**config.mk**
```make
export PLATFORM = sky130hd
export DESIGN_NAME = hazard_forward_unit
export DESIGN_NICKNAME = d
export VERILOG_FILES = /design/src/rtl/hazard_forward_unit.sv
export SDC_FILE = /design/constraint.sdc
export NUM_CORES = 1
export LEC_CHECK = 0
export CORE_ASPECT_RATIO = 0.9
export CORE_MARGIN = 1
export CORE_UTILIZATION = 49
export CTS_BUF_LIST = sky130_fd_sc_hd__clkbuf_4
export DETAILED_ROUTE_END_ITERATION = 6
export PLACE_DENSITY = 0.94
export SYNTH_ARGS = -nofsm -noshare
export SYNTH_HDL_FRONTEND = slang
export SYNTH_SLANG_ARGS = --single-unit
```
**constraint.sdc**
```tcl
create_clock -name clk -period 3.5 [get_ports clk]
set_input_delay 0.7 -clock clk [delete_from_list [all_inputs] [get_ports clk]]
set_output_delay 0.7 -clock clk [all_outputs]
set_load 0.01 [all_outputs]
```
**src/rtl/hazard_forward_unit.sv**
```systemverilog
// hazard_forward_unit: registered EX operand-forward selects plus load-use stall.
// Define HAZARD_STATS_EN to add saturating stall_count/fwd_count statistics outputs.
module hazard_forward_unit #(
  parameter int REG_ADDR_W = 5,
  parameter int CNT_W      = 32
) (
  input  logic                  clk,
  input  logic                  reset_n,
  input  logic                  id_valid,
  input  logic [REG_ADDR_W-1:0] id_rs1,
  input  logic [REG_ADDR_W-1:0] id_rs2,
  input  logic                  id_uses_rs1,
  input  logic                  id_uses_rs2,
  input  logic [REG_ADDR_W-1:0] id_rd,
  input  logic                  id_reg_write,
  input  logic                  id_mem_read,
  input  logic                  flush,
  output logic                  stall,
  output logic [1:0]            forward_a,
  output logic [1:0]            forward_b
`ifdef HAZARD_STATS_EN
  ,
  output logic [CNT_W-1:0]      stall_count,
  output logic [CNT_W-1:0]      fwd_count
`endif
);

  logic [REG_ADDR_W-1:0] ex_rd;
  logic                  ex_rw;
  logic                  ex_mr;
  logic [REG_ADDR_W-1:0] mem_rd;
  logic                  mem_rw;
  logic                  bubble;
  logic [1:0]            fwd_a_d;
  logic [1:0]            fwd_b_d;

  // Youngest producer wins; x0 is never a forwarding source.
  function automatic logic [1:0] pick_src(
    input logic                  uses,
    input logic [REG_ADDR_W-1:0] rs,
    input logic                  e_rw,
    input logic [REG_ADDR_W-1:0] e_rd,
    input logic                  m_rw,
    input logic [REG_ADDR_W-1:0] m_rd
  );
    logic [1:0] sel;
    sel = 2'b00;
    if (uses && e_rw && e_rd != '0 && rs == e_rd)
      sel = 2'b10;
    else if (uses && m_rw && m_rd != '0 && rs == m_rd)
      sel = 2'b01;
    return sel;
  endfunction

  always_comb begin
    stall = 1'b0;
    if (id_valid && !flush && ex_mr && ex_rw && ex_rd != '0 &&
        ((id_uses_rs1 && id_rs1 == ex_rd) || (id_uses_rs2 && id_rs2 == ex_rd)))
      stall = 1'b1;
  end

  assign bubble = flush || stall || !id_valid;

  always_comb begin
    fwd_a_d = 2'b00;
    fwd_b_d = 2'b00;
    if (!bubble) begin
      fwd_a_d = pick_src(id_uses_rs1, id_rs1, ex_rw, ex_rd, mem_rw, mem_rd);
      fwd_b_d = pick_src(id_uses_rs2, id_rs2, ex_rw, ex_rd, mem_rw, mem_rd);
    end
  end

  always_ff @(posedge clk or negedge reset_n) begin
    if (!reset_n) begin
      ex_rd     <= '0;
      ex_rw     <= 1'b0;
      ex_mr     <= 1'b0;
      mem_rd    <= '0;
      mem_rw    <= 1'b0;
      forward_a <= 2'b00;
      forward_b <= 2'b00;
    end else begin
      mem_rd    <= ex_rd;
      mem_rw    <= ex_rw;
      forward_a <= fwd_a_d;
      forward_b <= fwd_b_d;
      if (bubble) begin
        ex_rd <= '0;
        ex_rw <= 1'b0;
        ex_mr <= 1'b0;
      end else begin
        ex_rd <= id_rd;
        ex_rw <= id_reg_write;
        ex_mr <= id_mem_read;
      end
    end
  end

`ifdef HAZARD_STATS_EN
  // Both counters stick at all-ones rather than wrapping.
  always_ff @(posedge clk or negedge reset_n) begin
    if (!reset_n) begin
      stall_count <= '0;
      fwd_count   <= '0;
    end else begin
      if (stall && stall_count != '1)
        stall_count <= stall_count + CNT_W'(1);
      if ((fwd_a_d != 2'b00 || fwd_b_d != 2'b00) && fwd_count != '1)
        fwd_count <= fwd_count + CNT_W'(1);
    end
  end
`else
  localparam int UNUSED_CNT_W = CNT_W;
`endif

endmodule

```
# Word-level counts from Yosys, hierarchy flattened
# Index checks and enable logic that the tools add are counted.
# totals
regBits	17
inputBits	23
word_cells	47
# classes
eq_ne	4
mux	10
reduce_logical	26
# ops
cell	n
$eq A5 B5 Y1	4
$logic_and A1 B1 Y1	19
$reduce_bool A5 Y1	2
$mux W2	4
$mux W1	5
$mux W5	1
$logic_or A1 B1 Y1	3
$logic_not A1 Y1	2

# Logic depth before layout (Yosys ltp)
# logic_depth
word_depth	10
mapped_depth	5
mapped_depth_nobuf	5

# Worst setup path after synthesis
# Ideal clock, no wire load.
# synth_path
kind	input to output
startpoint	in id_rs2[4]
endpoint	out stall
t_arrival_ns	1.736
t_required_ns	2.800
slack_ns	1.064
path_stages	4
path_cell_list	xor2_1 -> nor4_2 -> nand3_1 -> a211oi_4
# synth_via
elab_chain_cells	5
# synth_lines
item	line	text
from (decl)	11	input logic [REG_ADDR_W-1:0] id_rs2,
$eq A5 B5 Y1	58	((id_uses_rs1 && id_rs1 == ex_rd) || (id_uses_rs2 && id_rs2 == ex_rd)))
$logic_and A1 B1 Y1	58	
$logic_or A1 B1 Y1	58	
$logic_and A1 B1 Y1	57	if (id_valid && !flush && ex_mr && ex_rw && ex_rd != '0 &&
$mux W1	57	
to (decl)	18	output logic stall,
# Every way passes these cells.

# Worst setup path in the final report
# layout_path
startpoint	in id_rs2[0]
endpoint	out stall
# Same word-level chain as after synthesis.

==> out/results.tsv <==
metric	value	unit
crit path kind	primary input to primary output	
Max Cap Viol	0	
Setup TNS Final	0	ns
Lkg Pwr	0.5123	nW
n_diodes	0	
#FFs+latches synth	17	
worst clock skew	0.005771	ns
FF-to-FF Start	ex_rd[0]	
Post-DP HPWL	1482	µm
cells resized by post-CTS repair	0	
vias in the first global route	678	
number of port buffers	27	
first-pass GRT wire length	3001	µm
unrepaired setup endpoints after global routing	false	
Total Power	0.0003772	W
# fillers	98	
io pins	28	
Hold Vio Cnt, Final	0	
vias per cell	5.394	
Power Density	326.2	nW/µm²
register area	425.4	µm²
Syn Inst Count	73	
Worst EP arrival	2.70	ns
global route overflow	0	
CP bufs+invs	2	
Worst Hold Class	flip-flop to flip-flop	
share of async-settable or async-resettable flops after synthesis	100.0	%
Final GP Congestion	0.8777	
top-count cell post-synth	dfrtp_1	
CORE AREA	1496	µm²
share of the synthesized area in the top cell type	52.07	%
Core Rows	13	
largest net degree at the start of global routing	18	
multi-input logic area	387.9	µm²
EDFF count, synth	0	
Post-DRT Antenna Nets	0	
# H-tree levels	1	
WP depth	6	
clock sink total	17	
setup ws final	0.09787	ns
cts hold-fix bufs	0	
Mapped Avg Cell Area	11.19	µm²
ratio of cells with drive above 1 in the final layout	10.48	%
worst slew pin tran	0.7383	ns
pre-CTS setup slack	0.1434	ns
fin crit share	97.20	%
fmax	0.2939	GHz
slowest cell on the critical path	clkdlybuf4s50_1	
CTS tree	built	
post-DR wirelength/cell	14.68	µm
Die H	40.74	µm
Slew headroom	50.62	%
Post-Syn Nets	96	
outcome	finished clean	
FF-to-FF path depth	5	
antenna violations before repair	0	
CP top delay family	buffers and inverters	
crit path max fanout	3	
Final Critical Period	3.402	ns
sequential-to-total area share from yosys stat	52.07	%
gr usage total	24.14	%
Critical Path Sink	stall	
flop2flop setup slack	1.61	ns
DRT Pass-1 Iters	4	
die area	1835	µm²
fin nets	129	
worst-path cell chain	clkdlybuf4s50_1 > xor2_1 > nor4_2 > nand3_1 > a211oi_4 > clkdlybuf4s50_1	
top post-synthesis cells by area	dfrtp_1 52%, xor2_1 17%, xnor2_1 4.3%, nor4_1 3.8%, nand2_1 3.7%	
VDD IR max	0.3137	mV
CP Launch Type	primary input	
largest area contributor in the netlist	dfrtp_1	
total wire length	1864	µm
reg2reg end	forward_a[0]	
Synth Flop Type	dfrtp_1	
postcts setup bufs	0	
Num CTS Buffers	3	
top cells by count, synth	17 x dfrtp_1, 16 x xor2_1, 8 x nand2_1, 8 x nor2_1, 5 x nor4_1	
final setup fails	0	
drt initial violations	14	
CTS Buffer Depth	2	
Clk pin slew, worst setup/hold paths	0.09	ns
Critical path origin	id_rs2[0]	
CP endpoint kind	primary output	
Final Max Slew Viols	0	
worst skew pair latency	0.27	ns
CTS Root Cell	clkbuf_4	
number of remaining DRC errors	0	
required time of the critical path	2.80	ns
synth-to-layout area growth	41.50	%
DR vias	685	
Initial Utilization	54.60	%
chip width	45.04	µm
Yosys warning count	0	
critical path's most frequent cell	clkdlybuf4s50_1	
CP peak stage delay	0.58	ns
Synth Cell Area	817.0	µm²
Distinct cells, synth	18	
## how the worst min path moves through the flow
stage	startpoint	to	slack (ns)	depth (start not counted)
floorplan	ex_rw	mem_rw	0.37	0
global placement	ex_rw	mem_rw	0.40	0
detailed placement	ex_rw	mem_rw	0.40	0
CTS	ex_rw	mem_rw	0.41	0
global route	ex_rw	mem_rw	0.44	0
finish	ex_rw	mem_rw	0.42	0
## layout by cell type, fill, tap and decap left out, drive strengths merged
| cell type | count |
|---|---|
| nor4 | 7 |
| nand3 | 3 |
| xnor2 | 4 |
| clkbuf | 4 |
| o211ai | 1 |
| nand2b | 1 |
| a211oi | 1 |
| nand2 | 8 |
| nor3 | 1 |
| nor2b | 1 |
| dfrtp | 17 |
| o21ai | 1 |
| xor2 | 16 |
| clkdlybuf4s50 | 27 |
| o2111ai | 1 |
| nor2 | 8 |
| buf | 2 |
| or4 | 2 |
## state kept, by name (all words and copies together) (netlist names)
name and count:
mem_rd 5, forward_a 2, ex_mr 1, mem_rw 1, ex_rw 1, forward_b 2, ex_rd 5
## worst register-to-register path, delay by kind of cell, from the launching register on
family / cells / cell delay, ns
buffers and inverters: 1 / 0.18
DFF: 1 / 0.45
AOI/OAI and AO/OA: 2 / 0.37
and+or+nand+nor: 2 / 0.81
## per-layer routing
metal | wire (µm) | GRT usage [%]
met1 | 777 | 27.65
met2 | 956 | 45.65
met3 | 94 | 4.846
met4 | 35 | 8.333
met5 | 0 | 0
## logic make-up (layout without fill, tap and decap cells)
logic type,after synthesis,count (layout),share of synthesized area (%)
simple gates,31,31,20.52
xor+xnor,20,20,21.44
flops,17,17,52.07
compound gates,4,4,5.514
buf+inv,1,33,0.4590
## final cells by class
class	instances	share of cell area, %
flip-flops and latches	17	36.80
repair buffers	29	24.68
multi-input cells	55	33.55
well taps	22	2.381
clock buffers	4	2.597
## per-stage QoR
| stage | cell area [µm²] | util (%) | hold slack, ns | cells |
|---|---|---|---|---|
| after floorplan | 817.0 | - | 0.3716 | 73 |
| after global placement | 1126 | 75.25 | 0.3977 | 123 |
| after detailed placement | 1126 | 75.25 | 0.3955 | 123 |
| after CTS | 1156 | 77.26 | 0.4105 | 127 |
| after global routing | 1156 | 77.26 | 0.4373 | 127 |
| final | 1156 | 77.26 | 0.4218 | 127 |
## report_power, final
group          internal [W]   total, W  leakage [nW]  switching, W
sequential         0.000202   0.000209         0.231    0.00000740
combinational     0.0000368  0.0000623         0.263     0.0000255
clock             0.0000518   0.000105        0.0184     0.0000536
Note: power is estimated with default switching activity, not from simulation.
